### config.mk
export PLATFORM = sky130hd
export DESIGN_NAME = uart_rx_packer_flat
export DESIGN_NICKNAME = d
export VERILOG_FILES = /design/src/rtl/uart_rx_packer_pkg.sv /design/src/rtl/uart_rx_packer_if.sv /design/src/rtl/uart_rx_idle_timer.sv /design/src/rtl/uart_rx_packer.sv /design/src/flat_wrapper.sv
export SDC_FILE = /design/constraint.sdc
export NUM_CORES = 1
export LEC_CHECK = 0
export ABC_AREA = 1
export ABC_CLOCK_PERIOD_IN_PS = 4000
export CORE_AREA = 4 4 93 86
export CTS_BUF_LIST = sky130_fd_sc_hd__clkbuf_8
export DETAILED_ROUTE_END_ITERATION = 6
export DIE_AREA = 0 0 97 90
export HOLD_SLACK_MARGIN = 0.06
export PLACE_DENSITY = 0.53
export SLEW_MARGIN = 20
export SYNTH_ARGS = -nofsm -noshare
export SYNTH_HDL_FRONTEND = slang
export SYNTH_SLANG_ARGS = --single-unit
### constraint.sdc
create_clock -name clk -period 4 [get_ports clk]
set_input_delay 1 -clock clk [delete_from_list [all_inputs] [get_ports clk]]
set_output_delay 1 -clock clk [all_outputs]
set_load 0.1 [all_outputs]
### src/rtl/uart_rx_packer_pkg.sv
// Shared helpers for the UART receive byte packer.
package uart_rx_packer_pkg;

   localparam int MAX_BYTE_WIDTH = 16;

   // Low-contiguous byte-enable mask with n lanes set (n may equal MAX_BYTE_WIDTH).
   function automatic logic [MAX_BYTE_WIDTH-1:0] keep_mask(input int unsigned n);
      logic [MAX_BYTE_WIDTH:0] m;
      m = (17'(1) << n) - 17'(1);
      return m[MAX_BYTE_WIDTH-1:0];
   endfunction

endpackage

### src/rtl/uart_rx_packer_if.sv
// Byte-in / word-out AXI-stream bundle around the packer; master is the packer side.
interface uart_rx_packer_if #(
   parameter int BYTE_WIDTH = 2
) ();

   logic                      i_tready;
   logic                      i_tvalid;
   logic [7:0]                i_tdata;
   logic                      o_tready;
   logic                      o_tvalid;
   logic [8*BYTE_WIDTH-1:0]   o_tdata;
   logic [BYTE_WIDTH-1:0]     o_tkeep;
   logic                      o_tlast;

   modport master (
      output i_tready, o_tvalid, o_tdata, o_tkeep, o_tlast,
      input  i_tvalid, i_tdata, o_tready
   );

   modport slave (
      input  i_tready, o_tvalid, o_tdata, o_tkeep, o_tlast,
      output i_tvalid, i_tdata, o_tready
   );

endinterface

### src/rtl/uart_rx_idle_timer.sv
// Saturating line-idle counter; expired is asserted on the IDLE_CYCLES-th enabled edge
// and stays asserted while the caller is unable to act on it.
module uart_rx_idle_timer #(
   parameter int IDLE_CYCLES = 1000
) (
   input  logic clk,
   input  logic rst,
   input  logic clear,
   input  logic enable,
   input  logic done,
   output logic expired
);

   localparam int TW    = (IDLE_CYCLES > 0) ? $clog2(IDLE_CYCLES + 1) : 1;
   localparam int LIMIT = (IDLE_CYCLES > 0) ? IDLE_CYCLES : 1;

   logic [TW-1:0] count;

   always_ff @(posedge clk) begin
      if (rst || clear || done) begin
         count <= '0;
      end else if (enable && (count != TW'(LIMIT))) begin
         count <= count + 1'b1;
      end
   end

   assign expired = (IDLE_CYCLES != 0) && enable && (int'(count) >= LIMIT - 1);

endmodule

### src/rtl/uart_rx_packer.sv
// Packs uart_rx bytes into BYTE_WIDTH-byte words; a word closes when full, on the
// delimiter byte (kept in the data), or when the serial link goes idle.
module uart_rx_packer
   import uart_rx_packer_pkg::*;
#(
   parameter int          BYTE_WIDTH  = 2,
   parameter int          IDLE_CYCLES = 1000,
   parameter int          EOP_EN      = 0,
   parameter logic [7:0]  EOP_BYTE    = 8'h0A
) (
   input logic              clk,
   input logic              rst,
   uart_rx_packer_if.master bus
);

   localparam int CW = (BYTE_WIDTH > 1) ? $clog2(BYTE_WIDTH) : 1;
   localparam int DW = 8 * BYTE_WIDTH;

   logic [DW-1:0]             acc;
   logic [DW-1:0]             lane;
   logic [DW-1:0]             word;
   logic [CW-1:0]             cnt;
   logic                      slot_free;
   logic                      accept;
   logic                      is_eop;
   logic                      last_byte;
   logic                      emit;
   logic                      flush;
   logic                      expired;
   logic [MAX_BYTE_WIDTH-1:0] mask_emit;
   logic [MAX_BYTE_WIDTH-1:0] mask_flush;

   logic                      out_valid;
   logic [DW-1:0]             out_data;
   logic [BYTE_WIDTH-1:0]     out_keep;
   logic                      out_last;

   assign slot_free  = ~out_valid | bus.o_tready;
   assign accept     = bus.i_tvalid & slot_free;
   assign is_eop     = (EOP_EN != 0) && (bus.i_tdata == EOP_BYTE);
   assign last_byte  = ((int'(cnt) + 1) == BYTE_WIDTH);
   assign emit       = accept & (last_byte | is_eop);
   assign flush      = expired & slot_free & ~accept;
   assign mask_emit  = keep_mask(int'(cnt) + 1);
   assign mask_flush = keep_mask(int'(cnt));

   // Place the incoming byte in lane cnt; accumulator lanes at and above cnt are zero.
   always_comb begin
      lane = '0;
      for (int b = 0; b < BYTE_WIDTH; b++) begin
         if (cnt == CW'(b)) begin
            lane[8*b +: 8] = bus.i_tdata;
         end
      end
      word = acc | lane;
   end

   uart_rx_idle_timer #(
      .IDLE_CYCLES (IDLE_CYCLES)
   ) u_idle_timer (
      .clk     (clk),
      .rst     (rst),
      .clear   (accept | (cnt == '0)),
      .enable  (~accept & (cnt != '0)),
      .done    (flush),
      .expired (expired)
   );

   always_ff @(posedge clk) begin
      if (rst) begin
         acc <= '0;
         cnt <= '0;
      end else if (emit || flush) begin
         acc <= '0;
         cnt <= '0;
      end else if (accept) begin
         acc <= word;
         cnt <= cnt + 1'b1;
      end
   end

   // An accepted byte always takes priority over an idle flush on the same edge.
   always_ff @(posedge clk) begin
      if (rst) begin
         out_valid <= 1'b0;
         out_data  <= '0;
         out_keep  <= '0;
         out_last  <= 1'b0;
      end else if (emit) begin
         out_valid <= 1'b1;
         out_data  <= word;
         out_keep  <= mask_emit[BYTE_WIDTH-1:0];
         out_last  <= is_eop;
      end else if (flush) begin
         out_valid <= 1'b1;
         out_data  <= acc;
         out_keep  <= mask_flush[BYTE_WIDTH-1:0];
         out_last  <= 1'b1;
      end else if (bus.o_tready) begin
         out_valid <= 1'b0;
      end
   end

   assign bus.i_tready = slot_free;
   assign bus.o_tvalid = out_valid;
   assign bus.o_tdata  = out_data;
   assign bus.o_tkeep  = out_keep;
   assign bus.o_tlast  = out_last;

endmodule

### src/flat_wrapper.sv
// flat-port wrapper written by rule: the top's interface ports become plain ports
module uart_rx_packer_flat import uart_rx_packer_pkg::*;
#(
   parameter int          BYTE_WIDTH  = 2,
   parameter int          IDLE_CYCLES = 1000,
   parameter int          EOP_EN      = 0,
   parameter logic [7:0]  EOP_BYTE    = 8'h0A
)
  (clk, rst, bus_i_tready, bus_o_tvalid, bus_o_tdata, bus_o_tkeep, bus_o_tlast, bus_i_tvalid, bus_i_tdata, bus_o_tready);
  uart_rx_packer_if #(.BYTE_WIDTH(BYTE_WIDTH)) bus_i ();
  input logic clk;
  input logic rst;
  output wire logic [$bits(bus_i.i_tready)-1:0] bus_i_tready;
  output wire logic [$bits(bus_i.o_tvalid)-1:0] bus_o_tvalid;
  output wire logic [$bits(bus_i.o_tdata)-1:0] bus_o_tdata;
  output wire logic [$bits(bus_i.o_tkeep)-1:0] bus_o_tkeep;
  output wire logic [$bits(bus_i.o_tlast)-1:0] bus_o_tlast;
  input wire logic [$bits(bus_i.i_tvalid)-1:0] bus_i_tvalid;
  input wire logic [$bits(bus_i.i_tdata)-1:0] bus_i_tdata;
  input wire logic [$bits(bus_i.o_tready)-1:0] bus_o_tready;
  assign bus_i_tready = bus_i.i_tready;
  assign bus_o_tvalid = bus_i.o_tvalid;
  assign bus_o_tdata = bus_i.o_tdata;
  assign bus_o_tkeep = bus_i.o_tkeep;
  assign bus_o_tlast = bus_i.o_tlast;
  assign bus_i.i_tvalid = bus_i_tvalid;
  assign bus_i.i_tdata = bus_i_tdata;
  assign bus_i.o_tready = bus_o_tready;
  uart_rx_packer #(.BYTE_WIDTH(BYTE_WIDTH), .IDLE_CYCLES(IDLE_CYCLES), .EOP_EN(EOP_EN), .EOP_BYTE(EOP_BYTE)) u_core (.clk(clk), .rst(rst), .bus(bus_i));
endmodule
**After elaboration in Yosys (flattened, before gate mapping)**

Cells that the tools add are included.

- Input bits: 12
- Flip-flop bits (word level): 47
- Logic and storage cells: 46

- Multiplexer cells: 9
- Reductions and logical operators: 9
- Eq/ne operators: 2
- Shifts and indexed selects: 2
- Order comparisons: 1
- Bitwise logic cells: 11
- $add $sub $neg: 5

Operators with widths:

| operator | count |
|---|---|
| equality test 32 x 3 -> 1 bit, second input constant | 1 |
| 2-to-1 mux 16 bit | 2 |
| << shifter 1 x 32 -> 2 bit, first input constant | 1 |
| 2-to-1 mux 8 bit | 2 |
| bitwise OR 16 bit | 1 |
| adder 10 x 1 -> 10 bit, second input constant | 1 |
| >= comparator 10 bit, second input constant | 1 |
| inequality test 10 bit, second input constant | 1 |
| AND 1 bit | 5 |
| 2-to-1 mux 2 bit | 2 |
| OR reduction 2 bit | 2 |
| subtractor 2 bit, second input constant | 2 |
| logical OR 1 bit | 3 |
| 2-to-1 mux 1 bit | 3 |
| NOT 1 bit | 3 |
| nonzero test 3 bit | 1 |
| adder 1 x 1 -> 2 bit, second input constant | 1 |
| logical AND 1 bit | 2 |
| bitwise OR 1 bit | 2 |
| nonzero test 2 bit | 1 |
| << shifter 1 x 1 -> 2 bit, first input constant | 1 |
| adder 1 bit, second input constant | 1 |

**Depth between registers and ports, before layout**

Gate-level depths: netlist (run 1).

- Word-level depth: 10
- Depth in mapped cells: 10
- Mapped depth without buffers: 10

**Modules after synthesis**

Synthesis (run 1) repeated with hierarchy kept, for this count alone.

- Cells, all modules: 302
- Area, all modules: 2199.6 um^2

Modules (own cells, without submodules):

| module | area each (um^2) | times used | seq. area each (um^2) | cells each |
|---|---|---|---|---|
| uart_rx_packer | 1616.6 | 1 | 740.7 | 214 |
| uart_rx_idle_timer | 583.1 | 1 | 200.2 | 88 |

**Worst setup path before layout (run 1)**

OpenSTA, ideal clock, no wires.

- Kind: register to register
- Start: register u_core.out_valid, in the netlist u_core.bus.o_tvalid
- End: register u_core.out_data[10], in the netlist u_core.bus.o_tdata[10]
- Arrival: 2.452 ns
- Period minus slack after synthesis: 2.567 ns
- Data required time: 3.885 ns
- Stages on the path, launching flop included: 7
- Path slack: 1.433 ns
- Library setup time: 0.115 ns
- Cell sequence: dfxtp_1 -> nand2_2 -> a21oi_4 -> nand3_4 -> buf_2 -> a21oi_1 -> nor2_1

- Longest elaborated chain between the ends: 9

RTL lines:

| what | RTL line | source |
|---|---|---|
| start, declared | uart_rx_packer.sv:33 | `logic out_valid;` |
| start signal, assigned | uart_rx_packer.sv:85 | `out_valid <= 1'b0;` |
| start signal, assigned | uart_rx_packer.sv:90 | `out_valid <= 1'b1;` |
| start signal, assigned | uart_rx_packer.sv:95 | `out_valid <= 1'b1;` |
| NOT 1 bit * | uart_rx_packer.sv:38 | `assign slot_free = ~out_valid \| bus.o_tready;` |
| bitwise OR 1 bit * | uart_rx_packer.sv:38 |  |
| named net bus_i_tready | flat_wrapper.sv:13 | `output wire logic [$bits(bus_i.i_tready)-1:0] bus_i_tready;` |
| AND 1 bit | uart_rx_packer.sv:39 | `assign accept = bus.i_tvalid & slot_free;` |
| NOT 1 bit | uart_rx_packer.sv:43, uart_rx_packer.sv:64 |  |
| AND 1 bit | uart_rx_packer.sv:64 | `.enable (~accept & (cnt != '0)),` |
| logical AND 1 bit | uart_rx_idle_timer.sv:27 | `assign expired = (IDLE_CYCLES != 0) && enable && (int'(count) >= LIMIT - 1);` |
| AND 1 bit (2 in a row) | uart_rx_packer.sv:43 | `assign flush = expired & slot_free & ~accept;` |
| nonzero test 2 bit (no line) | -- |  |
| end signal, assigned | uart_rx_packer.sv:91 | `out_data <= word;` |
| end, declared | uart_rx_packer.sv:34 | `logic [DW-1:0] out_data;` |

The timed path passes the listed nets; every way through them passes the cells marked *.
A chain may end at the register's enable or synchronous reset.

**Worst setup path after layout (run 1)**

- Start: input port bus_o_tready
- End: output port bus_i_tready

- Longest elaborated chain between the ends: 1

RTL lines:

| what | RTL line | source |
|---|---|---|
| start, declared | flat_wrapper.sv:20 | `input wire logic [$bits(bus_i.o_tready)-1:0] bus_o_tready;` |
| bitwise OR 1 bit | uart_rx_packer.sv:38 |  |
| end, declared | flat_wrapper.sv:13 |  |

Every way passes these cells.

==> results of run 1 <==
==> cell usage in the layout (no fill, tap or decap), drive strengths merged <==
cell type       n
nand3          12
ha              2
clkdlybuf4s50  31
nand4           2
o21ai          11
buf             3
nor2           43
bufinv          1
nand2          70
nand3b         15
xor2            4
xnor2           1
a21oi          35
clkinv          2
inv            30
clkbuf          5
dfxtp          47
==> logic make-up (layout without fill, tap and decap cells) <==
| family | count (synthesis) | after routing |
|---|---|---|
| DFF | 47 | 47 |
| AOI/OAI and AO/OA | 46 | 46 |
| xor gates and xnor gates | 5 | 5 |
| buffers and inverters | 40 | 72 |
| and+or+nand+nor | 142 | 142 |
| adders and majority gates | 2 | 2 |
==> worst min path at each step <==
stage,start,end,cells after the start
after floorplan,u_core.acc[10],u_core.acc[10],2
after global placement,u_core.acc[14],u_core.acc[14],2
after detailed placement,u_core.acc[12],u_core.acc[12],2
after CTS,u_core.acc[12],u_core.acc[12],2
after global routing,u_core.acc[11],u_core.acc[11],2
final,u_core.acc[12],u_core.acc[12],2
==> routing by layer <==
metal  vias up  track usage [%]
met1       780            14.66
met4         0            3.158
met5         -                0
li1        954                -
met2        27            17.59
met3         5            2.477
==> power groups by stage <==
stage | logic (mW) | registers (mW) | clock network (mW)
2_1_floorplan | 0.0594 | 0.587 | 0
6_report | 0.187 | 0.498 | 0.364
5_1_grt | 0.199 | 0.501 | 0.393
3_3_place_gp | 0.188 | 0.509 | 0
4_1_cts | 0.188 | 0.498 | 0.375
3_5_place_dp | 0.188 | 0.509 | 0
==> stage by stage <==
| stage | util, % | instance area, sq um |
|---|---|---|
| 5_1_grt | 36.75 | 2574 |
| 4_1_cts | 36.75 | 2574 |
| 3_5_place_dp | 35.09 | 2457 |
| 3_3_place_gp | 35.09 | 2457 |
| 2_1_floorplan | - | 2072 |
| 6_report | 36.75 | 2574 |
==> final cells by class <==
class,count,area [sq um]
Multi-Input combinational cell,195,954.7
Inverter,30,112.6
Timing Repair Buffer,34,332.8
Fill cell,749,4429
Sequential cell,47,940.9
Clock buffer,5,68.82
Clock inverter,3,47.55
Tap cell,93,116.4
==> worst reg2reg max path, cell delays in order, from the launching register on <==
cell	delay [ns]
dfxtp_1	0.59
inv_1	0.14
a21oi_4	0.23
nand3_4	0.39
nand3_2	0.47
nor2_1	0.08
==> sequential cells by signal (all words and copies together), names as in the netlist <==
signal,cells
u_core.bus.o_tdata,16
u_core.bus.o_tvalid,1
u_core.bus.o_tkeep,2
u_core.u_idle_timer.count,10
u_core.cnt,1
u_core.acc,16
u_core.bus.o_tlast,1
==> metrics.md, run 1 <==
| Metric | Value |
|---|---|
| Chip Height | `90 um` |
| Most area-consuming cells after synthesis | `dfxtp_1 45%, nand2_1 12%, a21oi_1 8.2%` |
| Logic pwr share | `17.8%` |
| Vias per cell | `4.339` |
| Critical path peak fanout | `6` |
| Largest net degree at the start of global routing | `37` |
| GRT overflow | `0` |
| CP Class | `in -> out` |
| Final number of hold-violating endpoints | `0` |
| Top post-synthesis cells by count | `67 x nand2_1, 47 x dfxtp_1, 41 x nor2_1` |
| Highest routed layer | `met4` |
| FF-to-FF End | `u_core.acc[2]` |
| Vias in the first global route | `1701` |
| Final setup vio count | `0` |
| Post-DP HPWL | `3164 um` |
| Worst hold slack | `0.4353 ns` |
| RSZ-0062 raised after global routing | `no` |
| XOR/XNOR Fraction of Synth Area | `2.114%` |
| Synthesized area | `0.002072 sq mm` |
| Sink Count | `47` |
| Max Cap Viol | `0` |
| Mux contribution to synthesized area | `0%` |
| Levels on crit path | `4` |
| Post-synth cell types | `23` |
| CP top delay family | `buffers and inverters` |
| CP arrival | `1.96 ns` |
| Core area | `0.007003 sq mm` |
| Synth warn | `0` |
| IO Pins | `33` |
| Syn avg cell area | `7.347 sq um` |
| Total iterations of the first detailed-routing run | `4` |
| Cell Chain, Critical Path | `clkdlybuf4s50_1, inv_1, nand2_2, buf_4` |
| Peak VDD IR | `0.1259 mV` |
| Total power | `1.048 mW` |
| Drt drc | `0` |
| Switch share | `30.56%` |
| Fraction of registers with async set/reset | `0%` |
| Power share of the clock group | `34.7%` |
| Final wirelength | `4746 um` |
| Post_cts resized | `0` |
| Worst Setup End Kind | `output port` |
| Synth-to-Final Area Change | `24.22%` |
| Critical Path End | `bus_i_tready` |
| Pint | `0.7281 mW` |
| Avg WL per Cell | `11.66 um` |
| Slowest cell on the critical path | `clkdlybuf4s50_1` |
| Worst clock skew | `0.01109 ns` |
| CP Launch Type | `input port` |
| #FFs+latches synth | `47` |
| Post-DRT Antenna Nets | `0` |
| Outcome | `complete, no violations` |
| Postcts setup bufs | `0` |
| Adder-cell area share of the yosys netlist | `1.208%` |
| FF-to-FF setup slack | `1.99 ns` |
| RD Place Congestion | `0.8250` |
| Die Area | `0.008730 sq mm` |
| Layout Nets | `327` |
| Most common cell in the netlist | `nand2_1` |
| Routed wl met2 | `2056 um` |
| Metal-1 WL | `2457 um` |
| Synth Instances | `282` |
| Share of the synthesized area in the top cell type | `45.41%` |
| First-iteration detailed-routing DRC count | `111` |
| Fin Setup TNS | `0 ns` |
| Worst-case reg-to-reg path depth | `5` |
| Setup ws final | `1.036 ns` |
| Achievable clock frequency | `0.3374 GHz` |
| EDFF count, synth | `0` |
| Overall routing resource usage | `10.94%` |
| Worst Path Required | `3.00 ns` |
| CTS Buf Count | `5` |
| Count of hold-fix buffers inserted at cts | `0` |
| Setup WS pre-CTS | `1.042 ns` |
| CP Buf/Inv Count | `3` |
| Worst Setup SP | `bus_o_tready` |
| Sequential share of power | `47.5%` |
| IO Port Bufs | `32` |
| Synth Flop Type | `dfxtp_1` |
| Layout cells sized above 1 | `6.688%` |
| Via Count | `1766` |
| CP max stage delay | `0.46 ns` |
| Initial Utilization | `29.59%` |
| Placed cell count | `399` |
| PwrDens | `407.4 mW/mm^2` |
| Hold Path Class | `reg -> reg` |
| Leak pwr | `1.052 nW` |
| CTS tree | `done` |
| H-tree Lvls | `2` |
| Met3 Routed Length | `174 um` |
| Initial antenna violation count | `0` |
| Chip width | `97 um` |
| Site row count | `29` |
| Synth Area in Simple Gates | `31.10%` |
| Fin cells | `407` |
| P_sw | `0.3204 mW` |
| Sequential fraction of the synthesis area | `45.41%` |
| First-pass GRT wire length | `8107 um` |
| Clk slew on worst S/H paths | `0.10 ns` |
| Post-synth top area cell | `dfxtp_1` |
| Bufs on Longest Clock Path | `2` |
| Compound-Gate Fraction of Synth Area | `11.65%` |
| Post-Syn Nets | `296` |
| Slew HR | `35.11%` |
| Pins over their slew limit | `0` |
| Final min period | `2.964 ns` |
| Reg2reg start | `u_core.cnt` |
| Tcrit/Tclk final | `74.09%` |
| Root Buffer Master | `clkbuf_8` |
| Main combinational cell family by area after synthesis | `simple AND/OR/NAND/NOR gates` |
| Clk Latency, worst-skew pair | `0.31 ns` |
| Worst-margin pin slew | `0.9703 ns` |
| Antenna fix cells | `0` |
Power figures use the tool's default switching activity.
==> inputs of run 2 (changes only) <==
--- a/config.mk
+++ b/config.mk
@@ -6,13 +6,13 @@
 export NUM_CORES = 1
 export LEC_CHECK = 0
 export ABC_AREA = 1
-export ABC_CLOCK_PERIOD_IN_PS = 4000
+export ABC_CLOCK_PERIOD_IN_PS = 2590
 export CORE_AREA = 4 4 93 86
 export CTS_BUF_LIST = sky130_fd_sc_hd__clkbuf_8
 export DETAILED_ROUTE_END_ITERATION = 6
 export DIE_AREA = 0 0 97 90
 export HOLD_SLACK_MARGIN = 0.06
-export PLACE_DENSITY = 0.53
+export PLACE_DENSITY = 0.55
 export SLEW_MARGIN = 20
 export SYNTH_ARGS = -nofsm -noshare
 export SYNTH_HDL_FRONTEND = slang
==> constraint.sdc (replaced) <==
create_clock -name clk -period 2.59 [get_ports clk]
set_input_delay 0.6475 -clock clk [delete_from_list [all_inputs] [get_ports clk]]
set_output_delay 0.6475 -clock clk [all_outputs]
set_load 0.1 [all_outputs]
==> metrics.md, run 2 (synthesis results as in run 1) <==
| Metric | Value |
|---|---|
| CP arrival | `1.49 ns` |
| Clk Latency, worst-skew pair | `0.30 ns` |
| IO Port Bufs | `32` |
| Worst clock skew | `0.007093 ns` |
| Bufs on Longest Clock Path | `2` |
| CTS Buf Count | `5` |
| Antenna fix cells | `0` |
| GRT overflow | `0` |
| Tcrit/Tclk final | `82.50%` |
| Util after Layout | `36.61%` |
| Metal-1 WL | `2349 um` |
| Post-DRT Antenna Nets | `0` |
| Slew HR | `72.01%` |
| Largest net degree at the start of global routing | `22` |
| Vias per cell | `4.420` |
| H-tree Lvls | `2` |
| CTS tree | `done` |
| First-iteration detailed-routing DRC count | `126` |
| Pins over their slew limit | `0` |
| RD Place Congestion | `0.7885` |
| Site row count | `29` |
| Fin area | `0.002564 sq mm` |
| Post_cts resized | `0` |
| Count of hold-fix buffers inserted at cts | `0` |
| Achievable clock frequency | `0.4680 GHz` |
| Outcome | `complete, no violations` |
| Post-DP HPWL | `3327 um` |
| Initial antenna violation count | `0` |
| DP Area | `0.002442 sq mm` |
| Most common cell after layout, fill and taps aside | `nand2_1` |
| Slowest cell on the critical path | `clkdlybuf4s50_1` |
| Critical path peak fanout | `6` |
| Avg WL per Cell | `11.32 um` |
| Met3 Routed Length | `214 um` |
| Overall routing resource usage | `11.14%` |
| Cell Chain, Critical Path | `clkdlybuf4s50_1, inv_1, nand2_2, buf_12` |
| Worst Path Required | `1.94 ns` |
| Max Cap Viol | `0` |
| CP Class | `in -> out` |
| Leak pwr | `1.112 nW` |
| Fin Setup TNS | `0 ns` |
| Initial Utilization | `29.59%` |
| IO Pins | `33` |
| PwrDens | `635.0 mW/mm^2` |
| Routed wl met2 | `2007 um` |
| Die Area | `0.008730 sq mm` |
| Final wirelength | `4640 um` |
| CP max stage delay | `0.45 ns` |
| Setup ws final | `0.4533 ns` |
| Chip width | `97 um` |
| Setup WS pre-CTS | `0.3513 ns` |
| First-pass GRT wire length | `8211 um` |
| Drt drc | `0` |
| CP Buf/Inv Count | `3` |
| Most frequent cells in the layout | `67 x nand2_1, 47 x dfxtp_1, 41 x nor2_1` |
| Sink Count | `47` |
| Clk slew on worst S/H paths | `0.09 ns` |
| Postcts setup bufs | `0` |
| Root Buffer Master | `clkbuf_8` |
| Core area | `0.007003 sq mm` |
| Vias in the first global route | `1724` |
| Highest routed layer | `met4` |
| Final number of hold-violating endpoints | `0` |
| Final min period | `2.137 ns` |
| Chip Height | `90 um` |
| Number of fill cells | `741` |
| Peak VDD IR | `0.2554 mV` |
| Register Area | `940.9 sq um` |
| Synth-to-Final Area Change | `23.73%` |
| Worst Setup End Kind | `output port` |
| Worst-margin pin slew | `0.4193 ns` |
| RSZ-0062 raised after global routing | `no` |
| CP top delay family | `buffers and inverters` |
| Layout Nets | `330` |
| Layout cells sized above 1 | `13.88%` |
| Multi-input gate area | `954.7 sq um` |
| Via Count | `1812` |
| Total iterations of the first detailed-routing run | `4` |
| Hold Path Class | `reg -> reg` |
| CP Launch Type | `input port` |
| Final setup vio count | `0` |
-- run 2: changes by cell type in the layout (fill, tap and decap cells not counted) --
cell             delta
buf_12              +1
buf_4              +22
clkbuf_8            +1
clkdlybuf4s50_1    -20
clkinv_4            -1
-- run 2: routing by layer --
layer  global-route usage [%]  vias up
li1                         -      967
met5                        0        -
met4                    3.860        0
met3                    3.019        5
met1                    15.00      798
met2                    17.13       42
-- run 2: through the flow --
step,total power [mW],hold WS (ns),std cells
global route,1.702,0.4528,410
detailed placement,1.073,0.4200,402
floorplan,0.9985,0.4093,282
CTS,1.655,0.4341,410
global placement,1.072,0.4176,402
finish,1.628,0.4320,410
-- run 2: final timing paths --
check        cells past startpoint            from                endpoint  slack (ns)
max                              4    bus_o_tready            bus_i_tready        0.45
max reg2reg                      8      u_core.cnt  u_core.bus.o_tdata[11]        0.91
min reg2reg                      2  u_core.acc[14]          u_core.acc[14]        0.43
min                              2  u_core.acc[14]          u_core.acc[14]        0.43
-- run 2: area by class of cell --
type                       instances  share of cell area [%]
clock buffer                       6                   3.221
clock inverter                     2                   1.513
inverter                          30                   4.392
tap                               93                   4.539
sequential                        47                   36.70
timing repair buffer              37                   12.40
multi-input combinational        195                   37.24
-- run 2: report_power, final --
group          internal, mW  switching (mW)
logic                0.0766           0.208
registers             0.751          0.0187
clock network         0.318           0.257
-- run 2: tightest hold or removal path, delay by kind of cell, from the launching register on --
| kind | cells | cell delay (ns) |
|---|---|---|
| flops | 1 | 0.31 |
| buf+inv | 1 | 0.05 |
| simple gates | 1 | 0.04 |
